==> src/rtl/count_frame_collector.sv <==
// Photon-count frame collector: bins per gate window into ping-pong buffers, streams frames.
// Optional macro FRAME_SUM_EN enables the saturating frame photon sum.
module count_frame_collector #(
   parameter int NUM_BINS = 16,
   parameter int SUM_W    = 16
) (
   input  logic             CLK,
   input  logic             RST_N,
   input  logic             INTR,
   input  logic [7:0]       COUNTER,
   input  logic             CLEAR,
   output logic [7:0]       M_DATA,
   output logic             M_VALID,
   input  logic             M_READY,
   output logic             M_LAST,
   output logic [8:0]       FRAME_BINS,
   output logic             FRAME_OVF,
   output logic [SUM_W-1:0] FRAME_SUM,
   output logic [7:0]       DROP_CNT
);

   localparam int IW = (NUM_BINS > 1) ? $clog2(NUM_BINS) : 1;
   localparam int CW = IW + 1;

   typedef enum logic {EMPTY, STREAM} rd_state_t;

   rd_state_t      state, state_d;
   logic           intr_d, clear_d;
   logic           bin_ev, end_ev;
   logic           cap, close, busy;
   logic           wr_sel;
   logic [CW-1:0]  wr_idx, bins_n, fbins;
   logic           wr_ovf, ovf_n, fovf;
   logic [IW-1:0]  rd_idx, rd_idx_d;
   logic [7:0]     drop_cnt;
   logic [7:0]     mem [2][NUM_BINS];

   assign bin_ev = INTR & ~intr_d;
   assign end_ev = CLEAR & ~clear_d;
   assign cap    = bin_ev & (wr_idx < CW'(NUM_BINS));
   // Next write-side state already includes a bin arriving with the frame end
   assign bins_n = wr_idx + CW'(cap);
   assign ovf_n  = wr_ovf | (bin_ev & ~cap);
   assign close  = end_ev & ((bins_n != '0) | ovf_n);
   assign busy   = (state == STREAM);

   always_ff @(posedge CLK) begin
      if (!RST_N) begin
         intr_d   <= 1'b0;
         clear_d  <= 1'b0;
         wr_sel   <= 1'b0;
         wr_idx   <= '0;
         wr_ovf   <= 1'b0;
         fbins    <= '0;
         fovf     <= 1'b0;
         drop_cnt <= '0;
         state    <= EMPTY;
         rd_idx   <= '0;
      end else begin
         intr_d  <= INTR;
         clear_d <= CLEAR;
         state   <= state_d;
         rd_idx  <= rd_idx_d;
         if (end_ev) begin
            wr_idx <= '0;
            wr_ovf <= 1'b0;
         end else begin
            wr_idx <= bins_n;
            wr_ovf <= ovf_n;
         end
         if (close & ~busy) begin
            wr_sel <= ~wr_sel;
            fbins  <= bins_n;
            fovf   <= ovf_n;
         end
         if (close & busy & (drop_cnt != 8'hff))
            drop_cnt <= drop_cnt + 8'd1;
      end
   end

   always_ff @(posedge CLK) begin
      if (RST_N && cap)
         mem[wr_sel][wr_idx[IW-1:0]] <= COUNTER;
   end

   always_comb begin
      state_d  = state;
      rd_idx_d = rd_idx;
      M_VALID  = 1'b0;
      M_LAST   = 1'b0;
      M_DATA   = '0;
      unique case (state)
         EMPTY: begin
            if (close) begin
               state_d  = STREAM;
               rd_idx_d = '0;
            end
         end
         STREAM: begin
            M_VALID = 1'b1;
            M_LAST  = (rd_idx == IW'(NUM_BINS - 1));
            // Beats past the captured bin count are zero padding
            if ({1'b0, rd_idx} < fbins)
               M_DATA = mem[~wr_sel][rd_idx];
            if (M_READY) begin
               if (M_LAST)
                  state_d = EMPTY;
               else
                  rd_idx_d = rd_idx + 1'b1;
            end
         end
      endcase
   end

`ifdef FRAME_SUM_EN
   logic [SUM_W-1:0] acc, acc_n, fsum;
   logic [SUM_W:0]   acc_add;

   assign acc_add = {1'b0, acc} + (SUM_W+1)'(bin_ev ? COUNTER : 8'd0);
   assign acc_n   = acc_add[SUM_W] ? '1 : acc_add[SUM_W-1:0];

   always_ff @(posedge CLK) begin
      if (!RST_N) begin
         acc  <= '0;
         fsum <= '0;
      end else begin
         acc <= end_ev ? '0 : acc_n;
         if (close & ~busy)
            fsum <= acc_n;
      end
   end

   assign FRAME_SUM = fsum;
`else
   assign FRAME_SUM = '0;
`endif

   assign FRAME_BINS = 9'(fbins);
   assign FRAME_OVF  = fovf;
   assign DROP_CNT   = drop_cnt;

endmodule

==> config.mk <==
export PLATFORM = sky130hd
export DESIGN_NAME = count_frame_collector
export DESIGN_NICKNAME = d
export VERILOG_FILES = /design/src/rtl/count_frame_collector.sv
export SDC_FILE = /design/constraint.sdc
export NUM_CORES = 1
export LEC_CHECK = 0
export BUFFER_PORTS_ARGS = -buffer_cell sky130_fd_sc_hd__clkbuf_2
export CORE_ASPECT_RATIO = 2
export CORE_MARGIN = 1.5
export CORE_UTILIZATION = 35
export DETAILED_ROUTE_END_ITERATION = 6
export PLACE_DENSITY = 0.6
export SETUP_SLACK_MARGIN = 0.4
export SLEW_MARGIN = 20
export SYNTH_ARGS = -nofsm -noshare
export SYNTH_HDL_FRONTEND = slang
export SYNTH_SLANG_ARGS = --single-unit
==> constraint.sdc <==
create_clock -name CLK -period 5.2 [get_ports CLK]
set_input_delay 0.78 -clock CLK [delete_from_list [all_inputs] [get_ports CLK]]
set_output_delay 0.78 -clock CLK [all_outputs]
set_load 0.02 [all_outputs]
# Word level (Yosys, flattened, before mapping)

Memories as Yosys holds them, arrays and structs flattened.
Cells that the tools add are included.

Bits of input ports: 13
Output and inout port bits: 44
Bits in writable memories: 256
Word-level logic and storage cells: 66
Register bits: 28
Memories: 1

Memory list:

| memory | depth | width | rd ports | clocked after memory_dff | write ports | line | source |
|---|---|---|---|---|---|---|---|
| mem    | 2     | 128   | 1        | 0                        | 1           | 36   | `logic [7:0] mem [2][NUM_BINS];` |

Eq/ne operators: 5
Bitwise operators: 18
Reductions and logical operators: 5
Magnitude comparators: 5
Multiplexer cells: 19
Add/subtract/negate cells: 3

Operators by type and width:

| operator              | number |
|---|---|
| $mux W128             | 1 |
| $mux W8               | 5 |
| $bmux W8 S4           | 1 |
| $demux W8 S4          | 1 |
| $mux W4               | 3 |
| $ge A5 B5 Y1 const B  | 2 |
| $not A4 Y5            | 2 |
| $add A8 B1 Y8 const B | 1 |
| $and A1 B1 Y1         | 8 |
| $ne A8 B8 Y1 const B  | 1 |
| $pmux W4 S2           | 1 |
| $mux W1               | 6 |
| $ne A2 B2 Y1 const B  | 3 |
| $not A1 Y1            | 6 |
| $add A5 B1 Y5         | 1 |
| $lt A4 B5 Y1          | 1 |
| $lt A5 B1 Y1 const B  | 1 |
| $lt A5 B5 Y1 const B  | 1 |
| $reduce_bool A5 Y1    | 1 |
| $add A4 B1 Y4 const B | 1 |
| $eq A4 B4 Y1 const B  | 1 |
| $reduce_and A3 Y1     | 1 |
| $logic_and A1 B1 Y1   | 2 |
| $or A1 B1 Y1          | 2 |
| 2 further kinds       | 2 |

# Longest topological paths before layout

Word-level depth: 10
Mapped depth: 9
Gate-level depth less buffers: 8

# Worst setup path after synthesis

No wires, ideal clock.

Path kind: input to register
Start: in INTR
End: reg state, in the netlist busy
Arrival: 2509 ps
Stages: 9
Slack: 2573 ps
Required time: 5081 ps
Library setup time: 119 ps
Path buffers: 1
Cells stage by stage: nor3b_1 -> ha_1 -> ha_1 -> xnor2_2 -> nand4b_2 -> nor3_2 -> buf_6 -> nor2_1 -> o221a_1

Cells in the longest elaborated chain, start to end: 9
Elaborated cells on any way between the ends: 11
Those cells by class: 1 x add/sub; 2 x mux; 7 x bitwise; 1 x reduce/logical

Ends and longest elaborated chain:

| what                                                                  | line | source |
|---|---|---|
| from (decl)                                                           | 9    | `input logic INTR,` |
| $and A1 B1 Y1 (*)                                                     | 38   | `assign bin_ev = INTR & ~intr_d;` |
| parallel branches: the longest is 4 deep, another holds $add A5 B1 Y5 | n/a  |  |
| $or A1 B1 Y1 (*)                                                      | 44   | `assign close = end_ev & ((bins_n != '0) \| ovf_n);` |
| $and A1 B1 Y1 (*)                                                     | 44   |  |
| $mux W1 (*)                                                           | 94   | `if (close) begin` |
| $pmux W1 S2 (*)                                                       | 92   | `unique case (state)` |
| to (signal assigned)                                                  | 62   | `state <= state_d;` |
| to (decl)                                                             | 27   | `rd_state_t state, state_d;` |

Mark *: on every way between the ends.
A chain may end at the register's enable or synchronous reset.

# Final worst setup path

Start: reg rd_idx[0]
End: out M_DATA[7]

Cells in the longest elaborated chain, start to end: 6
Elaborated cells on any way between the ends: 7
Those cells by class: 1 x order compare; 5 x mux; 1 x bitwise

Ends and longest elaborated chain:

| what                                       | line | source |
|---|---|---|
| from (decl)                                | 34   | `logic [IW-1:0] rd_idx, rd_idx_d;` |
| from (signal assigned)                     | 63   | `rd_idx <= rd_idx_d;` |
| $not A4 Y5                                 | 104  | `M_DATA = mem[~wr_sel][rd_idx];` |
| $bmux W8 S4                                | 104  |  |
| $mux W8 (not written as such) (2 in a row) | 104  |  |
| $mux W8 (*)                                | 103  | `if ({1'b0, rd_idx} < fbins)` |
| $mux W8 (*)                                | 92   |  |
| to (decl)                                  | 12   | `output logic [7:0] M_DATA,` |

Every way passes the cells marked *; elsewhere a longest branch is shown, timed or not. The select of a mux whose other input is x is not followed.

==> reports/qor.txt <==
Slew Limit Headroom: 37.2%
routed vias/inst: 5.02
DIE AREA: 0.0340 mm2
largest family of logic cells by synthesized area: multiplexers
CTS Hold Bufs: 0
WP data required: 4.42 ns
CTS tree: yes
post-layout min period: 3.89 ns
Clock Sinks: 284
gpl congestion: 0.728
Detailed Place HPWL: 15900 um
final wirelength: 23900 um
number of global-route vias before repair: 5978
drt first-iter violations: 518
number of port buffers: 36
nets: 685
worst-path cell chain: buf_12, mux4_2, a22oi_1, nand2_1, a22o_1, clkbuf_2
Post-Synth XOR/XNOR Area: 0.598%
layout cells sized above 1: 23.8%
Crit path buffers/inverters: 2
CTS max path bufs: 3
Setup crit start: rd_idx[0]$_SDFFE_PN0P_
Period Utilization, post-route: 74.7%
CP Class: reg2out
H-tree depth: 1
Reg area: 0.00825 mm2
Seq cells post-synth: 284
Fin. Hold Viols: 0
Syn. warnings: 0
ANT cells: 0
Ports: 57
multi-input combinational cell area: 0.00296 mm2
Setup Skew: 0.0114 ns
top_reg_cell synth: edfxtp_1
Worst EP arrival: 3.11 ns
Residual DRC: 0
Syn Area/Cell: 18.3 um2
synth unique cells: 53
first-pass GRT wire length: 36200 um
pin count of the biggest net entering global routing: 42
Final Setup Violations: 0
FILL cells: 2910
leakage power: 0.00400 uW
worst-margin pin slew: 0.938 ns
R2R Path Start: wr_idx[4]$_SDFF_PP0_
CTS buffer count: 26
RSZ-0062 raised after global routing: no
Die Height: 259 um
postcts setup bufs: 0
fin. max-slew vios: 0
cell row count: 93
slowest CP cell: dfxtp_2
Cell Area, Synth: 0.0115 mm2
Max Fclk: 257 MHz
adder-cell share of the synthesized area: 0.761%
Post-Syn Instances: 628
worst-path fanout max: 38
post-synthesis mux area share: 13.0%
cts repair resizes: 0
WL/cell: 21.5 um
Simple-Gate Fraction of Synth Area: 6.43%
Placed Area: 0.0120 mm2
peak supply drop: 0.248 mV
Vias: 5574
type of origin of the critical path: flop
asr flop ratio synth: 0%
PwrDens: 364 mW/mm2
final instance area: 0.0129 mm2
Initial Utilization: 35.7%
Root Buffer: clkbuf_16
initial antenna violation count: 0
CTS clk-pin slew, worst paths: 0.06 ns
Pre-antenna DRT Iters: 4
clk_lat worst skew: 0.53 ns
CP Capture Type: primary output
setup TNS: 0 ns
Core ar.: 0.0322 mm2
Worst Min Path Start: INTR
post-synthesis compound-gate area fraction: 4.33%
area delta synth->final: 11.9%
antenna-violating nets left: 0
sequential area share after synthesis: 71.7%
Hold WC Path Type: in2reg
Total GRT Usage: 14.3%
grt total ovfl: 0
status: finished, final reports clean
Die Span X: 131 um
Max-cap violations: 0
Worst path top cell family by delay: flip-flops
Worst path max stage delay: 0.87 ns
Post-synth EDFFs: 256
[final cells by class]
class	count	area share, %
timing repair buffer	41	1.89
sequential	284	64.1
clock inverter	18	1.39
multi-input combinational	306	23.0
inverter	6	0.175
tap	427	4.15
clock buffer	29	5.31
[kinds of logic after synthesis]
family                   after synthesis
AO/OA/AOI/OAI                         65
adder cells (fa/ha/maj)                7
buffers and inverters                 57
XOR/XNOR                               4
flip-flops                           284
other                                  1
AND/OR/NAND/NOR                      141
multiplexers                          69
[synth_stat cells, drive strengths merged (2+ instances only)]
cell type / count / share of area, %
nor2b: 6 / 0.33
buf: 41 / 2.6
o31ai: 4 / 0.38
and3: 3 / 0.16
nor2: 45 / 1.5
ha: 7 / 0.76
mux2i: 4 / 0.35
nand4b: 2 / 0.21
nand3: 16 / 0.78
xnor2: 4 / 0.60
nor3b: 2 / 0.17
clkbuf: 10 / 0.33
mux4: 64 / 13
a31oi: 2 / 0.11
a22oi: 34 / 2.2
a22o: 8 / 0.61
a21oi: 2 / 0.087
nor3: 5 / 0.35
or3: 4 / 0.22
o21ai: 7 / 0.34
nand4: 2 / 0.11
nand2: 33 / 1.1
inv: 6 / 0.20
and2: 5 / 0.27
edfxtp: 256 / 67
nand3b: 6 / 0.39
nand2b: 6 / 0.33
dfxtp: 28 / 4.9
nor4: 3 / 0.35
o21a: 3 / 0.20
[routing by layer]
metal / track usage [%] / vias to the layer above / wire length (um) / part of all wire (%)
met1: 14.7 / 2849 / 8390 / 35
met4: 7.05 / 0 / 1030 / 4.3
met2: 28.0 / 131 / 13600 / 57
met3: 1.89 / 41 / 889 / 3.7
met5: 0 / - / 0 / 0
li1: - / 2553 / - / -
[worst paths after layout]
| kind | to | slack (ns) | cells past startpoint |
|---|---|---|---|
| worst max-delay path | M_DATA[7] | 1.31 | 6 |
| worst max register to register | DROP_CNT[4]$_SDFFE_PN0P_ | 2.30 | 8 |
| worst min-delay path | intr_d$_SDFF_PN0_ | 0.48 | 2 |
| worst min register to register | fbins[2]$_SDFFE_PN0P_ | 0.48 | 2 |
[sequential cells by signal (all words and copies together), names as in the netlist, 4 cells and up]
signal,cells
DROP_CNT,8
rd_idx,4
fbins,5
mem,256
wr_idx,5
[worst reg2reg max path: cells and delay by family (launching register included)]
family	cells	cell delay [ns]
adder cells (fa/ha/maj)	2	0.51
AND/OR/NAND/NOR	3	1.39
XOR/XNOR	1	0.17
AO/OA/AOI/OAI	2	0.38
flip-flops	1	0.37
[cells in the final DEF (no fill, tap or decap), types with 3 or more instances in the layout]
master and instances:
a22o_1 8, a22oi_1 34, and2_1 5, and3_1 3
buf_4 3, bufinv_16 3, clkbuf_16 27, clkbuf_2 36
clkinv_1 5, clkinv_2 5, conb_1 20, dfxtp_1 26
edfxtp_1 256, ha_1 7, inv_1 6, mux2i_1 4
mux4_2 64, nand2_1 33, nand2b_1 6, nand3_1 14
nand3b_1 6, nor2_1 45, nor2b_1 6, nor3_2 3
o21a_1 3, o21ai_0 6, o31ai_1 3, or3_1 4
[report_power, final]
part | switching [uW] | internal (uW)
clock | 822 | 1100
combinational | 138 | 108
sequential | 28.4 | 2490
[through the flow]
step           utilization [%]  std cells  hold WS (ns)  worst slack (ns)  power (uW)
6_report                  39.9       1111         0.483              1.31        4690
5_1_grt                   39.9       1111         0.483              1.15        4850
4_1_cts                   39.9       1111         0.464              1.24        4750
3_3_place_gp              37.3       1064         0.467              1.81        2820
3_5_place_dp              37.3       1064         0.473              1.81        2830
2_1_floorplan                -        647         0.458              2.57        2770
(Power assumes the default switching activity.)
